<file path="config.mk">
export PLATFORM = sky130hd
export DESIGN_NAME = ex_mdu
export DESIGN_NICKNAME = d
export VERILOG_FILES = /design/src/rtl/ex_mdu.sv
export SDC_FILE = /design/constraint.sdc
export NUM_CORES = 2
export LEC_CHECK = 0
export ABC_AREA = 0
export BUFFER_PORTS_ARGS = -buffer_cell sky130_fd_sc_hd__clkbuf_2
export CAP_MARGIN = 20
export CORE_ASPECT_RATIO = 1.5
export CORE_MARGIN = 10
export CORE_UTILIZATION = 25
export CTS_CLUSTER_DIAMETER = 100
export CTS_CLUSTER_SIZE = 10
export DETAILED_ROUTE_END_ITERATION = 16
export MAX_ROUTING_LAYER = met4
export PLACE_DENSITY = 0.35
export SYNTH_ARGS = -nofsm -noshare
export SYNTH_HDL_FRONTEND = slang
export SYNTH_SLANG_ARGS = --single-unit
</file>
<file path="constraint.sdc">
create_clock -name clk -period 11.67 [get_ports clk]
set_clock_uncertainty 0.15 [all_clocks]
set_input_delay 1.167 -clock clk [delete_from_list [all_inputs] [get_ports clk]]
set_output_delay 1.167 -clock clk [all_outputs]
set_load 0.02 [all_outputs]
</file>
<file path="src/rtl/ex_mdu.sv">
// MIPS execute stage: logic/move result path, HI/LO pair, single-cycle multiplier
// and a multi-cycle restoring divider that stalls the front of the pipeline.
module ex_mdu #(
  parameter int DIV_CYCLES = 32
) (
  input  logic        clk,
  input  logic        rst,
  input  logic [7:0]  aluop_i,
  input  logic [2:0]  alusel_i,
  input  logic [31:0] reg1_i,
  input  logic [31:0] reg2_i,
  input  logic [4:0]  wd_i,
  input  logic        wreg_i,
  input  logic        annul_i,
  output logic [4:0]  wd_o,
  output logic        wreg_o,
  output logic [31:0] wdata_o,
  output logic        stallreq_o,
  output logic [31:0] hi_o,
  output logic [31:0] lo_o
);

  localparam logic [7:0] OP_OR    = 8'b00100101;
  localparam logic [7:0] OP_AND   = 8'b00100100;
  localparam logic [7:0] OP_XOR   = 8'b00100110;
  localparam logic [7:0] OP_MFHI  = 8'b00010000;
  localparam logic [7:0] OP_MFLO  = 8'b00010010;
  localparam logic [7:0] OP_MULT  = 8'b00011000;
  localparam logic [7:0] OP_MULTU = 8'b00011001;
  localparam logic [7:0] OP_DIV   = 8'b00011010;
  localparam logic [7:0] OP_DIVU  = 8'b00011011;

  localparam logic [2:0] SEL_LOGIC = 3'b001;
  localparam logic [2:0] SEL_MOVE  = 3'b011;

  localparam int CNT_W = $clog2(DIV_CYCLES) + 1;
  localparam logic [CNT_W-1:0] CNT_LAST = CNT_W'(DIV_CYCLES - 1);

  typedef enum logic [1:0] {
    DIV_IDLE    = 2'b00,
    DIV_BY_ZERO = 2'b01,
    DIV_ON      = 2'b10,
    DIV_END     = 2'b11
  } div_state_t;

  function automatic logic [31:0] neg32(input logic [31:0] v);
    return ~v + 32'd1;
  endfunction

  div_state_t       state_r, state_nxt_s;
  logic [CNT_W-1:0] cnt_r, cnt_nxt_s;
  logic [31:0]      quo_r, quo_nxt_s;
  logic [31:0]      rem_r, rem_nxt_s;
  logic [31:0]      divisor_r, divisor_nxt_s;
  logic [31:0]      hi_r, lo_r;

  logic        is_mult_s, is_smult_s, is_div_s, is_sdiv_s;
  logic [63:0] mul_a_s, mul_b_s, product_s;
  logic [31:0] dividend_abs_s, divisor_abs_s;
  logic [32:0] rem_shift_s;
  logic [33:0] diff_s;
  logic [31:0] quo_final_s, rem_final_s;
  logic        commit_s;
  logic [31:0] logic_res_s, move_res_s;

  assign is_smult_s = (aluop_i == OP_MULT);
  assign is_mult_s  = is_smult_s || (aluop_i == OP_MULTU);
  assign is_sdiv_s  = (aluop_i == OP_DIV);
  assign is_div_s   = is_sdiv_s || (aluop_i == OP_DIVU);

  // Sign- or zero-extend to 64 bits so one truncated multiply serves both MULT and MULTU.
  assign mul_a_s   = is_smult_s ? {{32{reg1_i[31]}}, reg1_i} : {32'd0, reg1_i};
  assign mul_b_s   = is_smult_s ? {{32{reg2_i[31]}}, reg2_i} : {32'd0, reg2_i};
  assign product_s = mul_a_s * mul_b_s;

  assign dividend_abs_s = (is_sdiv_s && reg1_i[31]) ? neg32(reg1_i) : reg1_i;
  assign divisor_abs_s  = (is_sdiv_s && reg2_i[31]) ? neg32(reg2_i) : reg2_i;

  // quo_r holds the dividend and shifts quotient bits in from the right.
  assign rem_shift_s = {rem_r, quo_r[31]};
  assign diff_s      = {1'b0, rem_shift_s} - {2'b00, divisor_r};

  // Divider next-state and datapath.
  always_comb begin
    state_nxt_s   = state_r;
    cnt_nxt_s     = cnt_r;
    quo_nxt_s     = quo_r;
    rem_nxt_s     = rem_r;
    divisor_nxt_s = divisor_r;
    commit_s      = 1'b0;
    case (state_r)
      DIV_IDLE: begin
        if (is_div_s && !annul_i) begin
          if (reg2_i == 32'd0) begin
            state_nxt_s = DIV_BY_ZERO;
          end else begin
            quo_nxt_s     = dividend_abs_s;
            divisor_nxt_s = divisor_abs_s;
            rem_nxt_s     = 32'd0;
            cnt_nxt_s     = {CNT_W{1'b0}};
            state_nxt_s   = DIV_ON;
          end
        end else begin
          state_nxt_s = DIV_IDLE;
        end
      end
      DIV_BY_ZERO: begin
        if (annul_i || !is_div_s) begin
          state_nxt_s = DIV_IDLE;
        end else begin
          quo_nxt_s   = 32'd0;
          rem_nxt_s   = 32'd0;
          state_nxt_s = DIV_END;
        end
      end
      DIV_ON: begin
        if (annul_i || !is_div_s) begin
          state_nxt_s = DIV_IDLE;
        end else begin
          if (diff_s[33]) begin
            rem_nxt_s = rem_shift_s[31:0];
            quo_nxt_s = {quo_r[30:0], 1'b0};
          end else begin
            rem_nxt_s = diff_s[31:0];
            quo_nxt_s = {quo_r[30:0], 1'b1};
          end
          cnt_nxt_s   = cnt_r + CNT_W'(1);
          state_nxt_s = (cnt_r == CNT_LAST) ? DIV_END : DIV_ON;
        end
      end
      DIV_END: begin
        commit_s    = is_div_s && !annul_i;
        state_nxt_s = DIV_IDLE;
      end
      default: begin
        state_nxt_s = DIV_IDLE;
      end
    endcase
  end

  // Sign fix-up: quotient negative when signs differ, remainder follows the dividend.
  always_comb begin
    quo_final_s = quo_r;
    rem_final_s = rem_r;
    if (is_sdiv_s && (reg1_i[31] ^ reg2_i[31])) begin
      quo_final_s = neg32(quo_r);
    end else begin
      quo_final_s = quo_r;
    end
    if (is_sdiv_s && reg1_i[31]) begin
      rem_final_s = neg32(rem_r);
    end else begin
      rem_final_s = rem_r;
    end
  end

  // Divider state registers.
  always_ff @(posedge clk or posedge rst) begin
    if (rst) begin
      state_r   <= DIV_IDLE;
      cnt_r     <= {CNT_W{1'b0}};
      quo_r     <= 32'd0;
      rem_r     <= 32'd0;
      divisor_r <= 32'd0;
    end else begin
      state_r   <= state_nxt_s;
      cnt_r     <= cnt_nxt_s;
      quo_r     <= quo_nxt_s;
      rem_r     <= rem_nxt_s;
      divisor_r <= divisor_nxt_s;
    end
  end

  // HI/LO pair: written by a multiply or a completed divide.
  always_ff @(posedge clk or posedge rst) begin
    if (rst) begin
      hi_r <= 32'd0;
      lo_r <= 32'd0;
    end else if (is_mult_s) begin
      hi_r <= product_s[63:32];
      lo_r <= product_s[31:0];
    end else if (commit_s) begin
      hi_r <= rem_final_s;
      lo_r <= quo_final_s;
    end else begin
      hi_r <= hi_r;
      lo_r <= lo_r;
    end
  end

  // Per-class result candidates.
  always_comb begin
    logic_res_s = 32'd0;
    move_res_s  = 32'd0;
    case (aluop_i)
      OP_OR:   logic_res_s = reg1_i | reg2_i;
      OP_AND:  logic_res_s = reg1_i & reg2_i;
      OP_XOR:  logic_res_s = reg1_i ^ reg2_i;
      default: logic_res_s = 32'd0;
    endcase
    case (aluop_i)
      OP_MFHI: move_res_s = hi_r;
      OP_MFLO: move_res_s = lo_r;
      default: move_res_s = 32'd0;
    endcase
  end

  // Write-back bundle and stall request; all quiet while reset is asserted.
  always_comb begin
    wd_o       = 5'd0;
    wreg_o     = 1'b0;
    wdata_o    = 32'd0;
    stallreq_o = 1'b0;
    if (rst) begin
      wd_o       = 5'd0;
      wreg_o     = 1'b0;
      wdata_o    = 32'd0;
      stallreq_o = 1'b0;
    end else begin
      wd_o       = wd_i;
      wreg_o     = wreg_i && !(is_mult_s || is_div_s);
      stallreq_o = is_div_s && (state_r != DIV_END);
      case (alusel_i)
        SEL_LOGIC: wdata_o = logic_res_s;
        SEL_MOVE:  wdata_o = move_res_s;
        default:   wdata_o = 32'd0;
      endcase
    end
  end

  assign hi_o = hi_r;
  assign lo_o = lo_r;

endmodule

</file>
==> flow_summary.yaml <==
yosys:
  synthArstFlopShare: 1.000
  ys_seq_area_frac: 0.07005
  ys.flop_type: "dfrtp_1"
  ys_warn_count: 0
  synth_cells: 6787
  ys_top_cells_by_area: "fa_1 47%, inv_1 10%, ha_1 8.6%"
  synth-seq-cells: 168
  yosys.area.top_type: "fa_1"
  synth_commonest_cells: "1,663 x inv_1, 1,420 x fa_1, 901 x nand2_1"
  synth.avg_cell_area_um2: 8.842
  syn-num-nets: 8704
  synth_area_um2: 60010
  synth.most_common_cell: "inv_1"
  synth.distinct_cells: 78
  yosysTopAreaCellShare: 0.4737
  synth_enable_flop_cells: 0
cts:
  clockBufferDepth: 2
  hold_buffers: 0
  cts_tree: "built"
  cts_root_buf: "clkbuf_16"
  clock_latency_ns: 0.46
  cts_buffers: 17
  htree_levels: 4
  cts_sinks: 168
  clkTransAtPathRegs_ns: 0.07
setup_path:
  critPathBufInv: 9
  cp_common_cell: "fa_1"
  critPathKind: "in2reg"
  critPathRequiredTime_ns: 11.84
  critPathLaunchType: "input pin"
  cp_max_fo: 4
  slowest_delay_ns: 0.69
  critical_path.top_delay_family: "adder cells"
  worstPathArrival_ns: 11.51
  cpMaxStageDelayCell: "fa_1"
  critPathCaptureType: "flip-flop"
route:
  via_per_inst: 4.716
  drt_wl_total_um: 296100
  num_vias: 47250
  wl_per_cell_um: 29.55
  drtIter0Drc: 3160
  drc: 0
  final_antenna_net_count: 0
  drt_first_pass_iters: 5
sta:
  max_freq_mhz: 88.18
  post-route-period-util: 0.9718
  setup_viol_count_final: 0
  hold_viol_final: 0
  slew_violations: 0
  fin_crit_ns: 11.34
  rsz0062_at_grt: "no"
  worstMarginPinSlew_ns: 1.100
  max_slew_margin: 0.2666
final_layout:
  syn_to_final_growth_pct: 10.23
  multi_input_area_um2: 48240
  drive_gt1_frac: 0.07277
  fin_nets: 8803
  regArea_um2: 4204
  post-route-util: 0.2765
  fill_cells: 25890
grt:
  grt_pass1_vias: 52910
  antenna_found_initial: 23
  grt_pass1_wl_um: 415200
  grt.total_usage: 0.2339
  grt_max_degree: 111
  grt_overflow: 0
floorplanning:
  coreArea_um2: 239200
  num_rows: 220
  start_util: 0.2509
  die_area_um2: 260400
  die_w_um: 420.0
  io_pins: 187
  die_h_um: 620.1
placed_design:
  port_buffers: 186
  gp_congestion: 0.9544
  place_hpwl_um: 253900
job:
  max-cap-violations: 0
hold_path:
  hp-class: "reg2reg"
status:
  status: "completed"
[cell type report]
cell class	count	area share
Antenna cell	12	0.0004540
Clock buffer	21	0.007112
Tap cell	3108	0.05879
Sequential cell	168	0.06355
Inverter	1682	0.09556
Clock inverter	10	0.002497
Timing Repair Buffer	427	0.04278
Multi-Input combinational cell	4590	0.7293
[tightest hold or removal path: cells and delay by family, from the launching register on]
kind            cells  cell delay, ns
simple gates        1            0.05
flops               1            0.34
compound gates      1            0.06
[timing repair]
item                       4_1_cts  5_1_grt
setup buffers                    0        0
setup endpoints to repair        0        1
gates resized for setup          0        2
[per-layer routing]
metal | share of wire | routed length [µm] | global-route usage
met1 | 0.37 | 108100 | 0.2548
met2 | 0.53 | 157300 | 0.4231
met3 | 0.037 | 10870 | 0.01699
met4 | 0.067 | 19860 | 0.1231
met5 | 0 | 0 | -
[cells in the final DEF (no fill, tap or decap), types with 45 or more instances in the layout]
cell type     n
o21ai_0     201
o211ai_1     57
inv_1      1660
o22ai_1      45
buf_4       235
nor2_1      548
nand2_1     900
xnor2_1     177
xor2_1       79
dfrtp_1     168
a21oi_1     185
clkbuf_2    185
fa_1       1420
ha_1        413
mux2i_1      88
[cell families (layout without fill, tap and decap cells)]
group           count (synthesis)  count (layout)  synth area share
fa+ha+maj                    1833            1833            0.5598
flops                         168             168           0.07005
compound gates                730             730           0.07564
buf+inv                      2029            2140            0.1272
simple gates                 1681            1681            0.1149
mux                            90              90           0.01505
xor+xnor                      256             256           0.03736
other cells                     0              12                 0
[stage by stage]
step                      instances  area, µm²  TNS (ns)  hold slack (ns)  worst slack [ns]
after floorplan                6787      60010         0           0.2998            0.8813
after global placement         9975      65470   -0.2692           0.3129           -0.2621
after detailed placement       9975      65470   -0.3262           0.3262           -0.2665
after CTS                     10010      66110         0           0.3425            0.1666
after global routing          10010      66140         0           0.3886            0.1010
final                         10020      66150         0           0.3360            0.3290
[sequential cells by signal, summed over array words and instances (netlist names)]
name and count:
quo_r 32, hi_o 32, divisor_r 32, lo_o 32, cnt_r 6, state_r 2, rem_r 32
[worst paths after layout]
check,end,cells after the start,slack (ns),from
setup / recovery,hi_o[17]$_DFFE_PP0P_,33,0.33,aluop_i[5]
hold / removal,quo_r[31]$_DFFE_PP0P_,2,0.34,quo_r[31]$_DFFE_PP0P_
setup reg to reg,rem_r[16]$_DFFE_PP0P_,12,6.85,rem_r[0]$_DFFE_PP0P_
hold reg to reg,quo_r[31]$_DFFE_PP0P_,2,0.34,quo_r[31]$_DFFE_PP0P_
max in group asynchronous,divisor_r[31]$_DFFE_PP0P_,4,8.91,rst
min in group asynchronous,lo_o[2]$_DFFE_PP0P_,3,1.03,rst
Power is left out: the tool's default activity adds up to more than one toggle a clock period on the data nets, which glitch-free logic cannot reach.
